`src/rtl/mipi_csi2_pkg.sv`:
```
// Shared definitions for the CSI-2 capture path: FSM state encoding,
// default counter widths and the frame/line packet IDs used by the deserializer.
package mipi_csi2_pkg;

  localparam int DEF_CNT_W = 16;
  localparam int DEF_TO_W  = 24;

  localparam logic [5:0] DT_FRAME_START = 6'h00;
  localparam logic [5:0] DT_FRAME_END   = 6'h01;
  localparam logic [5:0] DT_LINE_START  = 6'h02;
  localparam logic [5:0] DT_LINE_END    = 6'h03;

  typedef enum logic [2:0] {
    ST_IDLE,
    ST_SYNC,
    ST_ARMED,
    ST_CAPTURE,
    ST_DRAIN,
    ST_DONE
  } state_t;

  function automatic logic [7:0] sat_inc8(input logic [7:0] v);
    return (v == 8'hFF) ? v : v + 8'd1;
  endfunction

endpackage

```
`src/rtl/mipi_csi2_frame_checker.sv`:
```
// Edge detection on fvi/lvi plus line and per-line dvi counters, with
// compare strobes against the expected geometry at line and frame end.
module mipi_csi2_frame_checker
  import mipi_csi2_pkg::*;
#(
  parameter int CNT_W = DEF_CNT_W
) (
  input  logic             clk,
  input  logic             resetb,
  input  logic             i_clear,
  input  logic             i_active,
  input  logic             i_dvi,
  input  logic             i_lvi,
  input  logic             i_fvi,
  input  logic [CNT_W-1:0] i_exp_lines,
  input  logic [CNT_W-1:0] i_exp_pixels,
  output logic             o_fvi_rise,
  output logic             o_edge,
  output logic             o_line_end,
  output logic             o_frame_end,
  output logic             o_pix_mismatch,
  output logic             o_line_mismatch
);

  localparam logic [CNT_W-1:0] CNT_ONE = CNT_W'(1);
  localparam logic [CNT_W-1:0] CNT_MAX = {CNT_W{1'b1}};

  logic             r_fvi_d;
  logic             r_lvi_d;
  logic [CNT_W-1:0] r_line_cnt;
  logic [CNT_W-1:0] r_pix_cnt;

  logic             w_fvi_fall;
  logic             w_lvi_rise;
  logic             w_lvi_fall;
  logic [CNT_W-1:0] w_line_cnt_now;

  assign o_fvi_rise = i_fvi & ~r_fvi_d;
  assign w_fvi_fall = ~i_fvi & r_fvi_d;
  assign w_lvi_rise = i_lvi & ~r_lvi_d;
  assign w_lvi_fall = ~i_lvi & r_lvi_d;
  assign o_edge     = o_fvi_rise | w_fvi_fall | w_lvi_rise | w_lvi_fall;

  // A line ending in the same cycle as the frame must still be counted.
  assign w_line_cnt_now = (w_lvi_fall && r_line_cnt != CNT_MAX) ? r_line_cnt + CNT_ONE : r_line_cnt;

  assign o_line_end      = i_active & w_lvi_fall;
  assign o_frame_end     = i_active & w_fvi_fall;
  assign o_pix_mismatch  = w_lvi_fall & (r_pix_cnt != i_exp_pixels);
  assign o_line_mismatch = w_fvi_fall & (w_line_cnt_now != i_exp_lines);

  always_ff @(posedge clk or negedge resetb) begin
    if (!resetb) begin
      r_fvi_d    <= 1'b0;
      r_lvi_d    <= 1'b0;
      r_line_cnt <= '0;
      r_pix_cnt  <= '0;
    end else begin
      r_fvi_d <= i_fvi;
      r_lvi_d <= i_lvi;
      if (i_clear) r_line_cnt <= '0;
      else         r_line_cnt <= w_line_cnt_now;
      if (w_lvi_fall)                      r_pix_cnt <= '0;
      else if (w_lvi_rise)                 r_pix_cnt <= {{(CNT_W-1){1'b0}}, i_dvi};
      else if (i_dvi && r_pix_cnt != CNT_MAX) r_pix_cnt <= r_pix_cnt + CNT_ONE;
    end
  end

endmodule

```
`src/rtl/mipi_csi2_capture_ctrl.sv`:
```
// Capture sequencer between the CSI-2 deserializer and the image pipeline:
// frame-aligned start, whole-frame gating, geometry checks, abort and timeout.
module mipi_csi2_capture_ctrl
  import mipi_csi2_pkg::*;
#(
  parameter int DATA_WIDTH = 8,
  parameter int CNT_W      = DEF_CNT_W,
  parameter int TO_W       = DEF_TO_W
) (
  input  logic                  clk,
  input  logic                  resetb,
  input  logic                  start,
  input  logic                  abort,
  input  logic [7:0]            num_frames,
  input  logic [CNT_W-1:0]      exp_lines,
  input  logic [CNT_W-1:0]      exp_pixels,
  input  logic [TO_W-1:0]       timeout_cycles,
  input  logic [DATA_WIDTH-1:0] dati,
  input  logic                  dvi,
  input  logic                  lvi,
  input  logic                  fvi,
  output logic                  des_enable,
  output logic [DATA_WIDTH-1:0] dato,
  output logic                  dvo,
  output logic                  lvo,
  output logic                  fvo,
  output logic                  busy,
  output logic                  done,
  output logic [7:0]            frame_cnt,
  output logic                  err_lines,
  output logic                  err_pixels,
  output logic                  err_timeout
);

  localparam logic [TO_W-1:0] TO_ONE = TO_W'(1);

  state_t                r_state;
  logic                  r_busy;
  logic                  r_done;
  logic                  r_des_enable;
  logic [7:0]            r_frame_cnt;
  logic                  r_err_lines;
  logic                  r_err_pixels;
  logic                  r_err_timeout;
  logic [TO_W-1:0]       r_to_cnt;
  logic [DATA_WIDTH-1:0] r_dato;
  logic                  r_dvo;
  logic                  r_lvo;
  logic                  r_fvo;

  logic       w_fvi_rise;
  logic       w_edge;
  logic       w_line_end;
  logic       w_frame_end;
  logic       w_pix_mismatch;
  logic       w_line_mismatch;
  logic       w_start_ok;
  logic       w_accept_frame;
  logic       w_clear;
  logic       w_active;
  logic       w_to_run;
  logic       w_activity;
  logic       w_to_hit;
  logic       w_gate;
  logic [7:0] w_next_cnt;
  logic       w_last_frame;

  assign w_start_ok     = (r_state == ST_IDLE) && start;
  assign w_accept_frame = (r_state == ST_ARMED) && w_fvi_rise && !abort;
  assign w_clear        = w_start_ok | w_accept_frame;
  assign w_active       = (r_state == ST_CAPTURE) || (r_state == ST_DRAIN);
  assign w_to_run       = (r_state == ST_SYNC) || (r_state == ST_ARMED) || w_active;
  assign w_activity     = w_edge | dvi;
  assign w_to_hit       = w_to_run && !w_activity && (timeout_cycles != '0) &&
                          (r_to_cnt >= timeout_cycles - TO_ONE);
  assign w_gate         = w_accept_frame | w_active;
  assign w_next_cnt     = sat_inc8(r_frame_cnt);
  assign w_last_frame   = (num_frames != 8'd0) && (w_next_cnt == num_frames);

  mipi_csi2_frame_checker #(.CNT_W(CNT_W)) u_checker (
    .clk             (clk),
    .resetb          (resetb),
    .i_clear         (w_clear),
    .i_active        (w_active),
    .i_dvi           (dvi),
    .i_lvi           (lvi),
    .i_fvi           (fvi),
    .i_exp_lines     (exp_lines),
    .i_exp_pixels    (exp_pixels),
    .o_fvi_rise      (w_fvi_rise),
    .o_edge          (w_edge),
    .o_line_end      (w_line_end),
    .o_frame_end     (w_frame_end),
    .o_pix_mismatch  (w_pix_mismatch),
    .o_line_mismatch (w_line_mismatch)
  );

  // Frame end outranks both timeout and abort so a frame in flight always completes.
  always_ff @(posedge clk or negedge resetb) begin
    if (!resetb) begin
      r_state       <= ST_IDLE;
      r_busy        <= 1'b0;
      r_done        <= 1'b0;
      r_des_enable  <= 1'b0;
      r_frame_cnt   <= 8'd0;
      r_err_lines   <= 1'b0;
      r_err_pixels  <= 1'b0;
      r_err_timeout <= 1'b0;
      r_to_cnt      <= '0;
    end else begin
      r_done   <= 1'b0;
      r_to_cnt <= (w_to_run && !w_activity) ? r_to_cnt + TO_ONE : '0;
      if (w_line_end && w_pix_mismatch) r_err_pixels <= 1'b1;
      case (r_state)
        ST_IDLE: begin
          if (start) begin
            r_state       <= ST_SYNC;
            r_busy        <= 1'b1;
            r_des_enable  <= 1'b1;
            r_frame_cnt   <= 8'd0;
            r_err_lines   <= 1'b0;
            r_err_pixels  <= 1'b0;
            r_err_timeout <= 1'b0;
          end
        end
        ST_SYNC, ST_ARMED: begin
          if (abort || w_to_hit) begin
            if (w_to_hit) r_err_timeout <= 1'b1;
            r_state      <= ST_DONE;
            r_done       <= 1'b1;
            r_des_enable <= 1'b0;
          end else if (r_state == ST_SYNC && !fvi) begin
            r_state <= ST_ARMED;
          end else if (w_accept_frame) begin
            r_state <= ST_CAPTURE;
          end
        end
        ST_CAPTURE, ST_DRAIN: begin
          if (w_frame_end) begin
            r_frame_cnt <= w_next_cnt;
            if (w_line_mismatch) r_err_lines <= 1'b1;
            if (r_state == ST_DRAIN || abort || w_last_frame) begin
              r_state      <= ST_DONE;
              r_done       <= 1'b1;
              r_des_enable <= 1'b0;
            end else begin
              r_state <= ST_ARMED;
            end
          end else if (w_to_hit) begin
            r_err_timeout <= 1'b1;
            r_state       <= ST_DONE;
            r_done        <= 1'b1;
            r_des_enable  <= 1'b0;
          end else if (abort) begin
            r_state <= ST_DRAIN;
          end
        end
        ST_DONE: begin
          r_busy  <= 1'b0;
          r_state <= ST_IDLE;
        end
        default: r_state <= ST_IDLE;
      endcase
    end
  end

  always_ff @(posedge clk or negedge resetb) begin
    if (!resetb) begin
      r_dato <= '0;
      r_dvo  <= 1'b0;
      r_lvo  <= 1'b0;
      r_fvo  <= 1'b0;
    end else begin
      r_dato <= w_gate ? dati : '0;
      r_dvo  <= w_gate & dvi;
      r_lvo  <= w_gate & lvi;
      r_fvo  <= w_gate & fvi;
    end
  end

  assign des_enable  = r_des_enable;
  assign dato        = r_dato;
  assign dvo         = r_dvo;
  assign lvo         = r_lvo;
  assign fvo         = r_fvo;
  assign busy        = r_busy;
  assign done        = r_done;
  assign frame_cnt   = r_frame_cnt;
  assign err_lines   = r_err_lines;
  assign err_pixels  = r_err_pixels;
  assign err_timeout = r_err_timeout;

endmodule

```
`config.mk`:
```
export PLATFORM = sky130hd
export DESIGN_NAME = mipi_csi2_capture_ctrl
export DESIGN_NICKNAME = d
export VERILOG_FILES = /design/src/rtl/mipi_csi2_pkg.sv /design/src/rtl/mipi_csi2_frame_checker.sv /design/src/rtl/mipi_csi2_capture_ctrl.sv
export SDC_FILE = /design/constraint.sdc
export NUM_CORES = 1
export LEC_CHECK = 0
export ABC_AREA = 1
export ABC_CLOCK_PERIOD_IN_PS = 1900
export CORE_UTILIZATION = 28
export CTS_CLUSTER_DIAMETER = 120
export CTS_CLUSTER_SIZE = 10
export DETAILED_ROUTE_END_ITERATION = 10
export DONT_BUFFER_PORTS = 1
export PLACE_DENSITY = 0.42
export SLEW_MARGIN = 10
export SYNTH_ARGS = -nofsm -noshare
export SYNTH_HDL_FRONTEND = slang
export SYNTH_SLANG_ARGS = --single-unit
```
`constraint.sdc`:
```
create_clock -name clk -period 1.9 [get_ports clk]
set_clock_uncertainty 0.15 [all_clocks]
set_input_delay 0.19 -clock clk [delete_from_list [all_inputs] [get_ports clk]]
set_output_delay 0.19 -clock clk [all_outputs]
set_load 0.01 [all_outputs]
```
==> results of run 1 <==
-- logic make-up after synthesis --
family / Yosys count / share of synthesized area
simple gates: 529 / 0.369
buf+inv: 143 / 0.0846
compound gates: 93 / 0.0763
flops: 86 / 0.334
xor+xnor: 56 / 0.0761
fa+ha+maj: 31 / 0.0601
-- metal layers --
| metal | part of all wire | GRT usage |
|---|---|---|
| met5 | 0 | 0 |
| met4 | 0.0095 | 0.0476 |
| met3 | 0.030 | 0.0242 |
| met2 | 0.47 | 0.281 |
| met1 | 0.49 | 0.227 |
-- how the worst min path moves through the flow --
stage,from,slack [ns],endpoint,cells after the start
final,resetb,-0.62,u_checker.r_pix_cnt[9]$_DFFE_PN0P_,0
after global routing,resetb,-0.64,r_to_cnt[0]$_DFF_PN0_,0
after CTS,resetb,-0.63,dato[0]$_DFF_PN0_,0
after detailed placement,resetb,-0.25,u_checker.r_pix_cnt[8]$_DFFE_PN0P_,0
after global placement,resetb,-0.25,u_checker.r_pix_cnt[8]$_DFFE_PN0P_,0
after floorplan,resetb,-0.26,busy$_DFFE_PN0P_,0
-- power groups by stage --
stage	registers, mW	clock network, mW	logic, mW
detailed placement	2.46	0	2.47
floorplan	2.43	0	1.36
global route	2.48	1.93	3.15
finish	2.43	1.79	2.78
global placement	2.46	0	2.47
CTS	2.43	1.85	2.58
-- synth_stat cells (all sizes together) --
library cell,count
nand2,246
nand4,23
clkbuf,9
a21oi,53
a21boi,1
nor3b,1
nand3b,13
nand3,68
o211ai,1
xnor2,26
nor4,10
o22ai,5
a31oi,1
and3,2
o21a,3
a21o,1
nor3,21
or3,1
inv,132
buf,2
dfrtp,86
and2,1
or2,3
ha,31
o21ai,28
xor2,30
nor2,139
or3b,1
-- worst reg2reg max path, delay by kind of cell (launching register included) --
family	cells	cell delay, ns
DFF	1	0.39
adders and majority gates	1	0.20
and+or+nand+nor	14	1.37
buffers and inverters	1	0.08
-- cell type report --
| type | count | area, µm² | share of cell area |
|---|---|---|---|
| repair inverters | 1 | 5.00 | 0.000536 |
| well taps | 285 | 357 | 0.0382 |
| inverters | 132 | 499 | 0.0534 |
| clock buffers | 11 | 253 | 0.0270 |
| multi-input cells | 709 | 4260 | 0.456 |
| repair buffers | 214 | 1780 | 0.190 |
| clock inverters | 5 | 33.8 | 0.00362 |
| flip-flops and latches | 86 | 2150 | 0.231 |
-- sequential cells by signal (all words and copies together) (netlist names), 3 cells and up --
signal,count
u_checker.r_line_cnt,16
u_checker.r_pix_cnt,16
frame_cnt,8
r_to_cnt,24
dato,8
r_state,3
-- what timing repair did --
action / 4_1_cts / 5_1_grt
endpoints found under the setup margin: 31 / 50
gates cloned: 1 / 3
pin swaps: 22 / 42
buffers inserted: 10 / 19
resized for setup: 42 / 102
hold endpoints to repair: 101 / 88
hold buffers: 12 / 2
==> metrics, run 1 <==
CP max FO 5; initial antenna violation count 0; final cycle utilization of the critical path 1.35; CP max stage cell or3_4; Via Count 6552; Placed Cells 1383; total CTS buffers 9; routability cong. 0.799; Clk pwr share 0.256; DRT iter0 DRCs 295; Int Pwr 4.41 mW; commonest non-fill, non-tap cells in the layout nand2_1, buf_4, inv_1; die area 0.0236 mm²; CP arrival 2.65 ns; setup ws final -0.660 ns; pre-CTS setup slack -1.14 ns; critical path's top delay family simple AND/OR/NAND/NOR gates; Most Frequent Cell on Critical Path nor2_4; Post-Layout Cell Count 1443; Gate Count Post-Synth 938; TritonCTS clock tree done; row cnt 55; Synth area leader dfrtp_1; register share of total power 0.347; Hold Slack -0.616 ns; GRT Util Overall 0.169; average cell area after synthesis 6.87 µm²; clk sinks 86; Post-Route Utilization 0.413; DRC 0; crit-path cells nor2_4 > nand2_4 > nor2_4 > nand4_1 > or3_4 > nor2_4 > nand4_1 > xor2_1 > ha_1 > a21oi_2 > o21ai_0 > a21oi_1 > nand4_1 > nand2_2 > nand2_4 > a21oi_4 > nor2_4 > nand2_1 > nand2_1; drt first pass iters 4; Synth cell types 42; Final Total Pwr 7.00 mW; WP data required 1.99 ns; deepest clock path buffer count 2; worst min-delay path category input pin to asynchronous set/reset pin; max_cap viols 0; core area 0.0226 mm²; first-pass GRT wire length 31600 µm; Setup Viol. Count Final 13; CP bufs+invs 0; Synth top area share 0.334; Max Freq 391 MHz; Diodes inserted 0; nets 1263; pin count of the biggest net entering global routing 87; critical path launch point type input pin; static leakage 4.60 nW; share of layout cells above drive strength 1 0.307; Sw Pwr 2.60 mW; dominant cells by area after synthesis dfrtp_1, nand2_1, inv_1, nor2_1, ha_1; Comb power frac 0.397; commonest non-fill, non-tap cell in the layout nand2_1; failing checks hold timing, setup timing; Mapped Area 0.00645 mm²; Reg2Reg Setup Slack -0.39 ns; PortBufs 0; Max Slew Vio Count 0; Worst slew margin 0.758; Die Y-Extent 154 µm; setup TNS -4.69 ns; hpwl dp 14800 µm; Tightest Pin Transition 0.362 ns; worst skew pair latency 0.35 ns; vias in the first global route 6362; routed vias/inst 4.54; RSZ-0062 raised after global routing true; Synthesized Nets 1048; CP max stage delay 0.38 ns; total wire length 19800 µm; htree depth 3; Critical R2R Capture r_to_cnt[18]$_DFF_PN0_; nature of the critical path endpoint flop; area grow syn2layout 44.9%; Die X 154 µm; Post-DRT Antenna Nets 0; Top Ports 104; flops & latches, synth 86; Routed WL per cell 13.7 µm; fill cell count 2403; Setup crit end r_state[1]$_DFFE_PN0P_; RR Startpoint r_to_cnt[0]$_DFF_PN0_; root buffer cell clkbuf_16; CP Class input pin to flop; Worst Reg-to-Reg Cells 16; Pwr per Cell Area 749 mW/mm²; sequential element share of the synthesized area 0.334; Critical path origin timeout_cycles[1]; Final Critical Period 2.56 ns; Sw Share 0.371; status complete, but fails checks; total congestion overflow 0; Max VDD drop 0.000442 V; total stage count of the critical path 19; YS warnings 0; Clock transition at path regs 0.07 ns; Initial Util 0.285; fin area 0.00934 mm²; area post-placement 0.00813 mm²; Hold Fails Final Rpt 86
Power figures use the tool's default switching activity.
==> inputs of run 2 (changes only) <==
- TNS_END_PERCENT: not set -> 50
==> run 2 against run 1 <==
  * The run still ends with hold timing, setup timing left
  * Die area unchanged
  * Worst setup slack got worse by 0.023 ns
  * Global-route usage decreased by 0.23 points
  * First-iteration DRC count increased by 1.7%
  * Cell count increased by 1.1%
  * Clock power decreased by 4%
  * Count of clock-buffer cells in the layout decreased by 1
  * Critical path type unchanged
  * Critical endpoint is now des_enable$_DFFE_PN0P_
==> metrics, run 2 (synthesized netlist as in run 1, its figures left out) <==
status complete, but fails checks (unchanged); failing checks hold timing, setup timing (unchanged); CP arrival 2.68 ns (was 2.65 ns); CP max FO 4 (was 5); Via Count 6527 (was 6552); total wire length 19200 µm (was 19800 µm); pin count of the biggest net entering global routing 87 (unchanged); CP Class input pin to flop (unchanged); total congestion overflow 0 (unchanged); DRT iter0 DRCs 300 (was 295); first-pass GRT wire length 31300 µm (was 31600 µm); Pwr per Cell Area 742 mW/mm² (was 749 mW/mm²); Post-Layout Cell Count 1459 (was 1443); setup TNS -5.15 ns (was -4.69 ns); Tightest Pin Transition 0.305 ns (was 0.362 ns); Diodes inserted 0 (unchanged); Reg2Reg Setup Slack -0.36 ns (was -0.39 ns); total CTS buffers 9 (unchanged); Worst Reg-to-Reg Cells 15 (was 16); CP max stage delay 0.39 ns (was 0.38 ns); TritonCTS clock tree done (unchanged); row cnt 55 (unchanged); Most flops, register r_to_cnt (unchanged); htree depth 3 (unchanged); worst skew pair latency 0.36 ns (was 0.35 ns); commonest non-fill, non-tap cells in the layout nand2_1, buf_4, inv_1 (unchanged); routability cong. 0.809 (was 0.799); Placed Cells 1404 (was 1383); Max Slew Vio Count 0 (unchanged); Final Critical Period 2.58 ns (was 2.56 ns); initial antenna violation count 0 (unchanged); Setup Viol. Count Final 15 (was 13); Post-Route Utilization 0.413 (about the same); deepest clock path buffer count 2 (unchanged); area grow syn2layout 45.1% (was 44.9%); setup ws final -0.682 ns (was -0.660 ns); Most Frequent Cell on Critical Path nand4_1 (was nor2_4); GRT Util Overall 0.167 (was 0.169); area post-placement 0.00826 mm² (was 0.00813 mm²); number of flip-flops in the largest register 24 (unchanged); commonest non-fill, non-tap cell in the layout nand2_1 (unchanged); Max VDD drop 0.000394 V (was 0.000442 V); max_cap viols 0 (unchanged); Hold Slack -0.619 ns (was -0.616 ns); Critical R2R Capture r_state[0]$_DFFE_PN0P_ (was r_to_cnt[18]$_DFF_PN0_); routed vias/inst 4.47 (was 4.54); crit-path cells nor2_4 > nand2_2 > nor2_4 > nand4_1 > or3_4 > nor2_4 > nand4_1 > xor2_1 > ha_1 > nand2_2 > nor2_2 > and2_4 > nand3_1 > nand4_1 > nand2_2 > buf_6 > nand3_2 > nand4_1 > nand2_1 > nand2_1 (was nor2_4 > nand2_4 > nor2_4 > nand4_1 > or3_4 > nor2_4 > nand4_1 > xor2_1 > ha_1 > a21oi_2 > o21ai_0 > a21oi_1 > nand4_1 > nand2_2 > nand2_4 > a21oi_4 > nor2_4 > nand2_1 > nand2_1); worst min-delay path category input pin to asynchronous set/reset pin (unchanged); fin area 0.00936 mm² (was 0.00934 mm²); clk sinks 86 (unchanged); vias in the first global route 6470 (was 6362); RSZ-0062 raised after global routing true (unchanged); Top Ports 104 (unchanged); biggest regs r_to_cnt: 24 flops, u_checker.r_line_cnt: 16 flops, u_checker.r_pix_cnt: 16 flops (unchanged); Routed WL per cell 13.2 µm (was 13.7 µm); nets 1279 (was 1263); WP data required 2.00 ns (was 1.99 ns); share of layout cells above drive strength 1 0.300 (was 0.307); drt first pass iters 7 (was 4); die area 0.0236 mm² (unchanged); Post-DRT Antenna Nets 0 (unchanged); Initial Util 0.285 (unchanged); core area 0.0226 mm² (unchanged); DRC 0 (unchanged); root buffer cell clkbuf_16 (unchanged); Die Y-Extent 154 µm (unchanged); static leakage 4.68 nW (was 4.60 nW); Hold Fails Final Rpt 86 (unchanged); PortBufs 0 (unchanged); final cycle utilization of the critical path 1.36 (was 1.35); nature of the critical path endpoint flop (unchanged); Worst slew margin 0.795 (was 0.758); Max Freq 387 MHz (was 391 MHz); RR Startpoint frame_cnt[0]$_DFFE_PN0P_ (was r_to_cnt[0]$_DFF_PN0_); CP max stage cell or3_4 (unchanged); Die X 154 µm (unchanged); hpwl dp 14800 µm (about the same); critical path launch point type input pin (unchanged); Clock transition at path regs 0.07 ns (about the same)
-- run 2: worst max path at each step --
stage	startpoint	endpoint	slack, ns	cells past startpoint
2_1_floorplan	timeout_cycles[2]	r_state[1]$_DFFE_PN0P_	-0.87	20
3_3_place_gp	timeout_cycles[3]	r_state[1]$_DFFE_PN0P_	-1.13	20
3_5_place_dp	timeout_cycles[3]	r_state[1]$_DFFE_PN0P_	-1.17	20
4_1_cts	timeout_cycles[2]	r_state[0]$_DFFE_PN0P_	-0.68	20
5_1_grt	timeout_cycles[2]	des_enable$_DFFE_PN0P_	-0.95	20
6_report	timeout_cycles[2]	des_enable$_DFFE_PN0P_	-0.68	20
-- run 2: final cells by class --
type	instances	area, µm²
Tap cell	285	357
Multi-Input combinational cell	709	4170
Inverter	132	504
Timing Repair Buffer	231	1900
Clock inverter	6	43.8
Fill cell	2373	13300
Clock buffer	10	229
Sequential cell	86	2150
-- run 2: through the flow --
step | total power, mW | worst slack, ns
2_1_floorplan | 3.77 | -0.873
3_3_place_gp | 5.09 | -1.13
3_5_place_dp | 5.08 | -1.17
4_1_cts | 6.91 | -0.678
5_1_grt | 7.48 | -0.945
6_report | 6.94 | -0.682
-- run 2: power by group --
part	internal [mW]	total [mW]	switching, mW
Clock	0.897	1.71	0.812
Combinational	1.39	2.82	1.43
Sequential	2.14	2.41	0.269
Total	4.43	6.94	2.51
-- run 2: critical path, delay by kind of cell --
family | cells | cell delay (ns)
AND/OR/NAND/NOR | 17 | 1.86
adder cells (fa/ha/maj) | 1 | 0.31
XOR/XNOR | 1 | 0.16
buffers and inverters | 1 | 0.16
-- run 2: timing repair --
item | 4_1_cts | 5_1_grt
gates resized for setup | 36 | 94
buffers inserted | 12 | 17
hold buffers | 12 | 2
pin swaps | 17 | 34
endpoints found under the hold margin | 101 | 88
setup endpoints to repair | 22 | 46
cloned | 1 | 2
-- run 2: metal layers --
layer	vias up	part of all wire	routed length (µm)	GRT usage
met5	-	0	0	0
met3	15	0.032	610	0.0237
met4	0	0.015	291	0.0557
met1	2933	0.46	8930	0.210
met2	101	0.49	9400	0.291
li1	3478	-	-	-
==> inputs of run 3 (changes only) <==
- DONT_BUFFER_PORTS: 1 -> not set
- PLACE_DENSITY: 0.42 -> 0.48
- SYNTH_HIERARCHICAL: not set -> 1
==> run 3 against run 2 <==
  * The flow finishes with violations (setup timing)
  * Design area is 19% higher
  * Via count is 13% higher
  * Count of clock-buffer cells in the layout stayed put
  * Power barely moved
  * Synthesized cell count is 4.9% higher
  * Die area rose by 6.0%
  * Critical path type unchanged
  * Largest cell class unchanged
==> metrics, run 3 <==
routability cong. 0.812 (was 0.809); number of flip-flops in the largest register 24 (unchanged); Synth area leader dfrtp_1 (unchanged); fill cell count 2390 (was 2373); Max Freq 360 MHz (was 387 MHz); total congestion overflow 0 (unchanged); RR Startpoint u_checker/r_line_cnt[1]$_DFF_PN0_ (was frame_cnt[0]$_DFFE_PN0P_); share of layout cells above drive strength 1 0.335 (was 0.300); Synth top area share 0.314 (was 0.334); PortBufs 103 (was 0); worst min-delay path category input pin to flop (was input pin to asynchronous set/reset pin); CP max FO 6 (was 4); biggest regs r_to_cnt: 24 flops, u_checker/r_line_cnt: 16 flops, u_checker/r_pix_cnt: 16 flops (was r_to_cnt: 24 flops, u_checker.r_line_cnt: 16 flops, u_checker.r_pix_cnt: 16 flops); Top Ports 104 (unchanged); drt first pass iters 4 (was 7); Initial Util 0.288 (was 0.285); area post-placement 0.0100 mm² (was 0.00826 mm²); TritonCTS clock tree done (unchanged); Post-DRT Antenna Nets 0 (unchanged); commonest non-fill, non-tap cell in the layout buf_4 (was nand2_1); routed vias/inst 4.43 (was 4.47); row cnt 56 (was 55); static leakage 5.39 nW (was 4.68 nW); vias in the first global route 7201 (was 6470); htree depth 3 (unchanged); first-pass GRT wire length 34000 µm (was 31300 µm); Die Y-Extent 158 µm (was 154 µm); Worst Reg-to-Reg Cells 18 (was 15); initial antenna violation count 0 (unchanged); Post-Route Utilization 0.469 (was 0.413); dominant cells by area after synthesis dfrtp_1, nand2_1, inv_1, nor2_1, ha_1 (unchanged); area grow syn2layout 62.9% (was 45.1%); Hold Path Stages 2; Clock transition at path regs 0.06 ns (was 0.07 ns); largest family of logic cells by synthesized area simple AND/OR/NAND/NOR gates (unchanged); Most flops, register r_to_cnt (unchanged); WP data required 1.98 ns (was 2.00 ns); setup TNS -8.50 ns (was -5.15 ns); root buffer cell clkbuf_16 (unchanged); Mapped Area 0.00684 mm² (was 0.00645 mm²); total CTS buffers 9 (unchanged); Critical path origin timeout_cycles[3] (was timeout_cycles[2]); area of the multi-input gates 0.00455 mm² (was 0.00417 mm²); most numerous cell in the Yosys netlist nand2_1 (unchanged); Pwr per Cell Area 623 mW/mm² (was 742 mW/mm²); hpwl dp 15700 µm (was 14800 µm); Diodes inserted 0 (unchanged); nature of the critical path endpoint flop (unchanged); CP Class input pin to flop (unchanged); mux contribution to synthesized area 0 (unchanged); commonest non-fill, non-tap cells in the layout buf_4, nand2_1, inv_1 (was nand2_1, buf_4, inv_1); Synthesized Nets 1096 (was 1048); YS warnings 6 (was 0); fin area 0.0111 mm² (was 0.00936 mm²); die area 0.0251 mm² (was 0.0236 mm²); Synth cell types 50 (was 42); flops & latches, synth 86 (unchanged); Max Slew Vio Count 0 (unchanged); sequential element share of the synthesized area 0.314 (was 0.334); pin count of the biggest net entering global routing 87 (unchanged); nets 1451 (was 1279); status complete, but fails checks (unchanged); Final Critical Period 2.78 ns (was 2.58 ns); DRT iter0 DRCs 293 (was 300); failing checks setup timing (was hold timing, setup timing); HP Start lvi; clk sinks 86 (unchanged); Routed WL per cell 12.4 µm (was 13.2 µm); pre-CTS setup slack -1.59 ns (was -1.17 ns); Setup Viol. Count Final 29 (was 15); Most used DFF post-synth dfrtp_1 (unchanged); Synth Area in Compound Gates 0.0938 (was 0.0763); synth cell count leaders nand2_1, inv_1, nor2_1 (unchanged); core area 0.0238 mm² (was 0.0226 mm²); Max VDD drop 0.000392 V (was 0.000394 V); DRC 0 (unchanged); GRT Util Overall 0.172 (was 0.167); Post-synth EDFFs 0 (unchanged); RSZ-0062 raised after global routing true (unchanged); Post-Synth Adder-Cell Area 0.0603 (was 0.0601); worst skew pair latency 0.35 ns (was 0.36 ns); deepest clock path buffer count 2 (unchanged); Gate Count Post-Synth 984 (was 938); Die X 158 µm (was 154 µm); Tightest Pin Transition 0.514 ns (was 0.305 ns); FFs w/ async S/R, synth 1.00 (unchanged); total wire length 20700 µm (was 19200 µm); final cycle utilization of the critical path 1.46 (was 1.36); Via Count 7361 (was 6527); Hold Fails Final Rpt 0 (was 86); Simple-Gate Fraction of Synth Area 0.386 (was 0.369); Worst slew margin 0.657 (was 0.795); XOR/XNOR Fraction of Synth Area 0.0486 (was 0.0761); Final Total Pwr 6.94 mW (about the same); Sequential Area 0.00215 mm² (unchanged); critical path launch point type input pin (unchanged); setup ws final -0.876 ns (was -0.682 ns); max_cap viols 0 (unchanged); CP arrival 2.85 ns (was 2.68 ns); average cell area after synthesis 6.95 µm² (was 6.87 µm²)
==> run 3: cell count changes after synthesis, sizes merged, moves of 7 or more <==
cell / delta
inv: +17
xnor2: -10
nand3: +16
buf: +8
nor3: +8
xor2: -8
nand2: +7
==> run 3: where the power goes <==
group          total, mW  switching, mW  internal (mW)
Sequential          2.18          0.151           2.03
Clock               2.07          0.788           1.28
Combinational       2.69           1.33           1.35
==> run 3: logic make-up after synthesis <==
| logic type | count (synthesis) |
|---|---|
| buf+inv | 165 |
| compound gates | 107 |
| simple gates | 555 |
| xor+xnor | 38 |
| fa+ha+maj | 33 |
| flops | 86 |
==> run 3: through the flow <==
step / std cells / hold slack, ns
6_report: 1663 / 0.101
5_1_grt: 1663 / 0.105
4_1_cts: 1656 / 0.100
3_5_place_dp: 1615 / 0.135
3_3_place_gp: 1615 / 0.135
2_1_floorplan: 984 / -0.256
==> run 3: worst paths after layout <==
path / to / slack, ns
worst min register to register: err_lines$_DFFE_PN0P_ / 0.37
worst max register to register: err_lines$_DFFE_PN0P_ / -0.53
worst max-delay path: err_timeout$_DFFE_PN0P_ / -0.88
max in group asynchronous: frame_cnt[2]$_DFFE_PN0P_ / 0.88
worst min-delay path: u_checker/r_lvi_d$_DFF_PN0_ / 0.10
min in group asynchronous: u_checker/r_pix_cnt[7]$_DFFE_PN0P_ / 0.26
==> run 3: layer usage <==
layer	vias up	part of all wire	wire length, µm	GRT usage
met1	3379	0.49	10000	0.224
li1	3878	-	-	-
met4	0	0.0099	205	0.0385
met2	90	0.48	9940	0.298
met5	-	0	0	0
met3	14	0.024	504	0.0269
==> run 3: final cells by class <==
cell class,count,share of cell area
Clock inverter,6,0.00988
Sequential cell,86,0.193
Multi-Input combinational cell,733,0.408
Tap cell,319,0.0358
Clock buffer,10,0.0205
Timing Repair Buffer,357,0.279
Inverter,152,0.0535
==> run 3: worst max-delay path, cell delays in order <==
cell and delay (ns):
clkdlybuf4s15_2 0.19, nor2_2 0.09, inv_2 0.06, buf_4 0.12
buf_4 0.12, nor2_1 0.10, nand2_2 0.11, nor2_4 0.11
buf_4 0.12, xor2_1 0.13, inv_1 0.06, ha_1 0.26
nand2_1 0.07, nor2_1 0.14, nand4_1 0.19, nor2_1 0.14
nand2_1 0.06, nand4_1 0.12, nand2_2 0.13, nand3_2 0.12
nand3b_1 0.10, nand2_1 0.07, o21ai_1 0.05
==> run 3: timing repair <==
action	in CTS	in global routing
gates cloned	2	0
pin swaps	49	26
gates resized for setup	87	70
hold endpoints to repair	86	0
setup buffers	23	7
endpoints found under the setup margin	38	47
hold buffers	1	0
